===== config.mk =====
export PLATFORM = sky130hd
export DESIGN_NAME = lwc_host_port
export DESIGN_NICKNAME = d
export VERILOG_FILES = /design/src/rtl/lwc_host_port.sv
export SDC_FILE = /design/constraint.sdc
export NUM_CORES = 1
export LEC_CHECK = 0
export CAP_MARGIN = 20
export CORE_UTILIZATION = 55
export DETAILED_ROUTE_END_ITERATION = 8
export GPL_TIMING_DRIVEN = 0
export PLACE_DENSITY = 0.75
export SETUP_SLACK_MARGIN = 0.1
export SLEW_MARGIN = 40
export SYNTH_ARGS = -nofsm -noshare
export SYNTH_HDL_FRONTEND = slang
export SYNTH_HIERARCHICAL = 1
export SYNTH_SLANG_ARGS = --single-unit

===== constraint.sdc =====
create_clock -name clk -period 5.5 [get_ports clk]
set_clock_uncertainty 0.1 [all_clocks]
set_input_delay 0.825 -clock clk [delete_from_list [all_inputs] [get_ports clk]]
set_output_delay 0.825 -clock clk [all_outputs]
set_load 0.05 [all_outputs]

===== src/rtl/lwc_host_port.sv =====
// Host-side port for the LWC core: buffers host PDI/SDI words toward the core,
// captures the core's DO stream for the host, and decodes the per-message
// status word into done/ok/word-count.

// Show-ahead FIFO; pointers carry one extra wrap bit to tell full from empty.
module lwc_fifo #(
    parameter int W     = 32,
    parameter int DEPTH = 8
) (
    input  logic         clk,
    input  logic         rst,
    input  logic         clr,
    input  logic         wr,
    input  logic [W-1:0] wdata,
    output logic         full,
    input  logic         rd,
    output logic [W-1:0] rdata,
    output logic         empty
);
    localparam int AW = $clog2(DEPTH);

    logic [AW:0]  wptr, rptr;
    logic [W-1:0] mem [DEPTH];
    logic         push, pop;

    assign empty = (wptr == rptr);
    assign full  = (wptr[AW] != rptr[AW]) && (wptr[AW-1:0] == rptr[AW-1:0]);
    // Full/empty come from registered pointers, so a write while full is
    // dropped even if a pop happens in the same cycle.
    assign push  = wr & ~full & ~clr;
    assign pop   = rd & ~empty & ~clr;
    // Head word is forced to zero while empty so idle outputs are quiet.
    assign rdata = empty ? '0 : mem[rptr[AW-1:0]];

    // Pointer update; clear wins over any push/pop.
    always_ff @(posedge clk or negedge rst) begin
        if (!rst) begin
            wptr <= '0;
            rptr <= '0;
        end else if (clr) begin
            wptr <= '0;
            rptr <= '0;
        end else begin
            if (push) wptr <= wptr + 1'b1;
            if (pop)  rptr <= rptr + 1'b1;
        end
    end

    // Storage write; contents need no reset since reads are gated by empty.
    always_ff @(posedge clk) begin
        if (push) mem[wptr[AW-1:0]] <= wdata;
    end
endmodule

module lwc_host_port #(
    parameter int BUSW       = 32,
    parameter int FIFO_DEPTH = 8
) (
    input  logic            clk,
    input  logic            rst,
    input  logic            flush,
    input  logic [BUSW-1:0] h_pdi_data,
    input  logic            h_pdi_wr,
    output logic            h_pdi_full,
    input  logic [BUSW-1:0] h_sdi_data,
    input  logic            h_sdi_wr,
    output logic            h_sdi_full,
    output logic [BUSW-1:0] h_do_data,
    output logic            h_do_last,
    output logic            h_do_valid,
    input  logic            h_do_rd,
    output logic [BUSW-1:0] pdi_data,
    output logic            pdi_valid,
    input  logic            pdi_ready,
    output logic [BUSW-1:0] sdi_data,
    output logic            sdi_valid,
    input  logic            sdi_ready,
    input  logic [BUSW-1:0] do_data,
    input  logic            do_valid,
    input  logic            do_last,
    output logic            do_ready,
    output logic            msg_done,
    output logic            msg_ok,
    output logic [15:0]     msg_words
);
    typedef enum logic {IDLE = 1'b0, RECV = 1'b1} state_t;

    logic   pdi_empty, sdi_empty, do_empty, do_full;
    logic   do_acc;
    state_t st, st_nxt;
    logic [15:0] cnt, cnt_nxt, words_nxt;
    logic   ok_nxt, done_nxt;

    lwc_fifo #(.W(BUSW), .DEPTH(FIFO_DEPTH)) u_pdi (
        .clk(clk), .rst(rst), .clr(flush),
        .wr(h_pdi_wr), .wdata(h_pdi_data), .full(h_pdi_full),
        .rd(pdi_ready), .rdata(pdi_data), .empty(pdi_empty)
    );

    lwc_fifo #(.W(BUSW), .DEPTH(FIFO_DEPTH)) u_sdi (
        .clk(clk), .rst(rst), .clr(flush),
        .wr(h_sdi_wr), .wdata(h_sdi_data), .full(h_sdi_full),
        .rd(sdi_ready), .rdata(sdi_data), .empty(sdi_empty)
    );

    // DO entries carry do_last as the top bit.
    lwc_fifo #(.W(BUSW+1), .DEPTH(FIFO_DEPTH)) u_do (
        .clk(clk), .rst(rst), .clr(flush),
        .wr(do_valid), .wdata({do_last, do_data}), .full(do_full),
        .rd(h_do_rd), .rdata({h_do_last, h_do_data}), .empty(do_empty)
    );

    assign pdi_valid  = ~pdi_empty;
    assign sdi_valid  = ~sdi_empty;
    assign h_do_valid = ~do_empty;
    assign do_ready   = ~do_full;
    assign do_acc     = do_valid & do_ready & ~flush;

    function automatic logic [15:0] sat_inc(input logic [15:0] c);
        return (c == 16'hFFFF) ? c : c + 16'd1;
    endfunction

    // Message tracker: counts accepted DO words and latches status on do_last.
    always_comb begin
        st_nxt    = st;
        cnt_nxt   = cnt;
        words_nxt = msg_words;
        ok_nxt    = msg_ok;
        done_nxt  = 1'b0;
        if (flush) begin
            st_nxt    = IDLE;
            cnt_nxt   = '0;
            words_nxt = '0;
            ok_nxt    = 1'b0;
        end else if (do_acc) begin
            if (do_last) begin
                // From IDLE the status word is the whole message.
                words_nxt = (st == RECV) ? sat_inc(cnt) : 16'd1;
                ok_nxt    = (do_data[BUSW-1 -: 4] == 4'hE);
                done_nxt  = 1'b1;
                st_nxt    = IDLE;
                cnt_nxt   = '0;
            end else if (st == IDLE) begin
                st_nxt  = RECV;
                cnt_nxt = 16'd1;
            end else begin
                cnt_nxt = sat_inc(cnt);
            end
        end
    end

    // Message tracker state and status registers.
    always_ff @(posedge clk or negedge rst) begin
        if (!rst) begin
            st        <= IDLE;
            cnt       <= '0;
            msg_words <= '0;
            msg_ok    <= 1'b0;
            msg_done  <= 1'b0;
        end else begin
            st        <= st_nxt;
            cnt       <= cnt_nxt;
            msg_words <= words_nxt;
            msg_ok    <= ok_nxt;
            msg_done  <= done_nxt;
        end
    end
endmodule


; ---- After elaboration in Yosys (flattened, before gate mapping)
; Memories as Yosys holds them, arrays and structs flattened.
; Index checks and enable logic that the tools add are counted.
; W data, S select, Z words.
[totals]
ff_bits = 59
mem_bits_rw = 776
in_bits = 106
out_inout_bits = 121
mem_count = 3
[mem_list]
columns = name, words, width, rd, rd_clocked_by_memory_dff, wr, line_no
row1 = u_do.mem, 8, 33, 1, 0, 1, 23  ; logic [W-1:0] mem [DEPTH];
row2 = u_pdi.mem, 8, 32, 1, 0, 1, 23
row3 = u_sdi.mem, 8, 32, 1, 0, 1, 23
[op_classes]
addsub = 7
eq_ne = 11
n_mux = 38
n_bitwise = 19
n_reduce_logical = 11
[op_table]
columns = op, count
row1 = $mux W16, 8
row2 = $mux W32, 2
row3 = $mux W4, 12
row4 = $mux W33, 1
row5 = $add A4 B1 Y4 const B, 6
row6 = $add A16 B1 Y16 const B, 1
row7 = $eq A16 B16 Y1 const B, 1
row8 = $mux W1, 15
row9 = $reduce_bool A2 Y1, 7
row10 = $and A1 B1 Y1, 12
row11 = $eq A4 B4 Y1, 3
row12 = $eq A3 B3 Y1, 3
row13 = $not A1 Y1, 7
row14 = $eq A4 B4 Y1 const B, 1
row15 = $logic_and A1 B1 Y1, 3
row16 = $ne A1 B1 Y1, 3
row17 = $reduce_and A2 Y1, 1

; ---- Depth between registers and ports, before layout
[depth]
ltp_word = 7
ltp_mapped = 10
depth_no_buf = 7

; ---- Cells and area by module
; Netlist, hierarchy kept.
[by_module_without_submodules]
columns = mod, instances, cells_per_inst, area_each_um2, seq_area_each_um2
row1 = lwc_fifo (u_pdi ...), 2, 485, 10441.3, 7887.6
row2 = lwc_fifo (u_do), 1, 496, 10767.8, 8127.8
row3 = lwc_host_port, 1, 209, 1926.8, 875.8

; ---- Worst setup path before layout
; Ideal clock, no wire load.
[synth_timing]
path_type = input-to-reg
from = in flush
to = mem u_do/mem[5][0] in the netlist's numbering (enable)
t_arrival_ns = 4.779
slack_ns = 0.103
path_stages = 3
cell_sequence = clkbuf_1 or2_2 nor4b_1
[synth_via]
elab_chain_len = 4
[synth_rtl]
columns = element, line_no
row1 = from (decl), 61  ; input logic flush,
row2 = $not A1 Y1, 30  ; assign push = wr & ~full & ~clr;
row3 = $and A1 B1 Y1, 30
row4 = $mux W1, 51  ; if (push) mem[wptr[AW-1:0]] <= wdata;
row5 = $mux W1 (implied by the code), 51
row6 = to (decl), 23
; Every way passes these cells.

; ---- Final worst setup path
[layout_timing]
from = reg u_sdi.wptr[1]
to = out sdi_data[30]
[layout_via]
elab_chain_len = 2
[layout_rtl]
columns = element, line_no
row1 = from (decl), 22  ; logic [AW:0] wptr, rptr;
row2 = from (signal assigned), 44  ; if (push) wptr <= wptr + 1'b1;
row3 = $eq A4 B4 Y1, 26  ; assign empty = (wptr == rptr);
row4 = via sdi_empty, 88  ; logic pdi_empty, sdi_empty, do_empty, do_full;
row5 = $mux W32, 33  ; assign rdata = empty ? '0 : mem[rptr[AW-1:0]];
row6 = to (decl), 75  ; output logic [BUSW-1:0] sdi_data,
; The timed path passes the listed nets, and every way through them passes these cells.

==> impl_results.md <==
- Top metal layer carrying routed signals: met5
- Cell count after synthesis: 1675
- Critical path cell sequence: buf_2 > xor2_2 > nor4_4 > buf_2 > nor2_1 > clkdlybuf4s50_1
- Final period util: 79.99%
- Hpwl dp: 50620 um
- Longest individual stage delay on the worst path: 0.72 ns
- Port bufs: 226
- Vias per cell: 5.957
- Share of the synthesized area in the top cell type: 69.40%
- Yosys reg bits: 835
- Number of hold-slack violations in the final timing report: 0
- Clock tree root driver cell: sky130_fd_sc_hd__clkbuf_16
- Worst Max-Slew Pin Slew: 0.8309 ns
- Netlist Area Pre-Place: 33580 um^2
- Pin count of the biggest net entering global routing: 32
- Final number of setup-violating endpoints: 0
- Most common flop cell mapped by yosys: sky130_fd_sc_hd__edfxtp_1
- CTS resizes: 0
- Data required time at the worst endpoint: 4.58 ns
- Final weighted congestion of routability-driven global placement: 0.8583
- Antenna violations before repair: 3
- Source-to-sink clock delay at the later pin of the worst-skew pair: 0.64 ns
- Clock tree from TritonCTS: done
- GRT Total Usage: 24.46%
- Share of async-settable or async-resettable flops after synthesis: 7.066%
- Die span in x: 249.1 um
- Max stage delay cell, worst path: sky130_fd_sc_hd__clkdlybuf4s50_1
- Worst ir drop on vdd: 350.6 uV
- Library cells used by synthesis: 62
- DRC: 0
- Met2 wire len: 37720 um
- Synthesis-to-layout area growth: 21.24%
- Area of the core: 60360 um^2
- Setup bufs post-CTS: 0
- Pwr Density: 377.7 nW/um^2
- Placement Setup Slack: 0.8632 ns
- Result of the run: completed
- Worst reg2reg startpoint: u_do/wptr[2]
- Clock tree buffer depth: 3
- Met1 WL: 29900 um
- Kind of critical path: reg -> out
- Clock slew at the register clock pins of the worst setup and hold paths: 0.06 ns
- Number of nets still failing antenna checks after routing: 0
- Grt total ovfl: 0
- Hold Worst Slack: 0.02759 ns
- CP Capture Type: output port
- Die Outline Area: 62040 um^2
- Critical path launch point type: flip-flop
- IO Pins: 227
- Top post-synthesis cells by area: sky130_fd_sc_hd__edfxtp_1 (69%), sky130_fd_sc_hd__mux4_2 (13%), sky130_fd_sc_hd__dfrtp_1 (4.4%)
- CP arrival: 3.47 ns
- Part of the Yosys area used for sequential elements: 73.80%
- Fmax: 227.3 MHz
- CTS H-tree depth: 3
- Post-DR wirelength/cell: 24.88 um
- Final WL: 74430 um
- Global-route wire length before repair: 112800 um
- Number of buffers inserted for hold repair after clock tree synthesis: 0
- Avg Cell Area, Syn: 20.05 um^2
- Post-Syn Nets: 1788
- Num CTS Buffers: 83
- Die Span Y: 249.1 um
- EDFF count, synth: 776
- Type of the most critical hold path: in -> async
- Number of core rows: 90
- Initial cell density of the core: 55.63%
- Critical path origin: u_sdi/wptr[1]
- Count of TritonRoute iterations in the first routing pass: 7
- Via count of the first global-routing pass: 18601
- Leakage power total: 13.61 nW
- Slew Viols, Final: 0
- Highest-count cells in the layout ignoring fill and taps: sky130_fd_sc_hd__edfxtp_1 (776), sky130_fd_sc_hd__clkdlybuf4s50_1 (225), sky130_fd_sc_hd__mux4_2 (194)
- Leading cell type in the layout, fill and taps excluded: sky130_fd_sc_hd__edfxtp_1
- Dominant cell type by area after synthesis: sky130_fd_sc_hd__edfxtp_1
- Initial detailed-routing violation count: 1384
- NumNets Final: 2255
- Fin crit period: 4.400 ns
- Final critical-path setup slack: 1.100 ns
- Vias: 17823
- Most used cell along the critical path: sky130_fd_sc_hd__buf_2
- Met3 routed wirelength: 4999 um
- Worst Reg-to-Reg Cells: 12
- Slew margin rel.: 44.00%
- Clock sinks: 835
- Unrepaired setup endpoints after global routing: no
- Number of max-cap violations: 0
- Share of layout cells above drive strength 1: 27.67%
- Worst-path maximum fanout: 10
- Count of yosys warnings during synthesis: 6
where the power goes:
part           switching, mW  internal [mW]  leakage [nW]
sequential            0.0287           7.04          7.82
clock                   2.36           3.08          1.26
combinational           1.76           1.11          4.52
total                   4.15           11.2          13.6
cells by family after synthesis:
group | count (synthesis) | synth area share [%]
compound gates | 88 | 1.915
xor+xnor | 31 | 1.032
fa+ha+maj | 7 | 0.2608
buf+inv | 105 | 1.710
flops | 835 | 73.80
mux | 315 | 16.72
simple gates | 294 | 4.569
per-stage QoR:
step           setup TNS, ns  power, mW  std cells  cell area, um^2  util, %
6_report                   0      15.38       2992            40710    67.45
2_1_floorplan              0      9.116       1675            33580        -
3_3_place_gp        -1751.23      9.993       2683            36820    61.00
5_1_grt                    0      15.87       2992            40710    67.45
4_1_cts                    0      15.52       2989            40670    67.39
3_5_place_dp               0      10.07       2838            38060    63.06
flip-flops by register name, indices dropped and copies added, names as in the netlist:
signal and cells:
msg_ok 1, u_do/rptr 4, msg_words 16, u_do/wptr 4
u_pdi/rptr 4, u_pdi/wptr 4, u_sdi/wptr 4, cnt 16
u_pdi/mem 256, u_sdi/mem 256, u_sdi/rptr 4, st 1
msg_done 1, u_do/mem 264
critical path, delay by kind of cell (launching register included):
| family | cells | cell delay, ns |
|---|---|---|
| buf+inv | 3 | 1.41 |
| simple gates | 2 | 0.84 |
| flops | 1 | 0.34 |
| xor+xnor | 1 | 0.23 |
worst paths after layout:
kind | end | slack (ns)
max in group asynchronous | u_do/wptr[1] | 4.74
min in group clk | msg_words[12] | 0.39
hold reg to reg | msg_words[12] | 0.39
setup reg to reg | u_do/mem[0][21] | 1.98
setup / recovery | sdi_data[30] | 1.10
hold / removal | u_pdi/wptr[1] | 0.03
cell usage after synthesis (8+ instances only):
cell type,count
sky130_fd_sc_hd__a41oi_1,10
sky130_fd_sc_hd__nor3b_1,8
sky130_fd_sc_hd__a22o_1,9
sky130_fd_sc_hd__nand2b_1,16
sky130_fd_sc_hd__mux2_2,9
sky130_fd_sc_hd__mux4_2,194
sky130_fd_sc_hd__xor2_1,9
sky130_fd_sc_hd__edfxtp_1,776
sky130_fd_sc_hd__buf_4,8
sky130_fd_sc_hd__nor3_1,18
sky130_fd_sc_hd__mux2i_1,107
sky130_fd_sc_hd__nor2b_1,19
sky130_fd_sc_hd__a21oi_1,11
sky130_fd_sc_hd__buf_2,55
sky130_fd_sc_hd__nor2_1,132
sky130_fd_sc_hd__dfrtp_1,59
sky130_fd_sc_hd__o21ai_0,25
sky130_fd_sc_hd__clkbuf_1,15
sky130_fd_sc_hd__nand2_1,34
sky130_fd_sc_hd__nor4_1,10
sky130_fd_sc_hd__buf_6,10
sky130_fd_sc_hd__nand3_1,9
sky130_fd_sc_hd__xnor2_1,15
sky130_fd_sc_hd__nand4_1,11
metal layers:
metal	GRT usage, %	up-vias
li1	-	7777
met3	4.974	129
met2	40.66	624
met1	32.68	9291
met5	0	-
met4	8.025	2
cell type report:
| type | count | area, um^2 |
|---|---|---|
| multi-input cells | 735 | 8416 |
| fillers | 3923 | 19650 |
| clock buffers | 101 | 2145 |
| well taps | 782 | 978.4 |
| plain buffers | 99 | 559.3 |
| clock inverters | 50 | 466.7 |
| repair buffers | 382 | 3339 |
| diodes | 2 | 5.005 |
| flip-flops and latches | 835 | 24780 |
| inverters | 6 | 22.52 |
(Power assumes the default switching activity.)
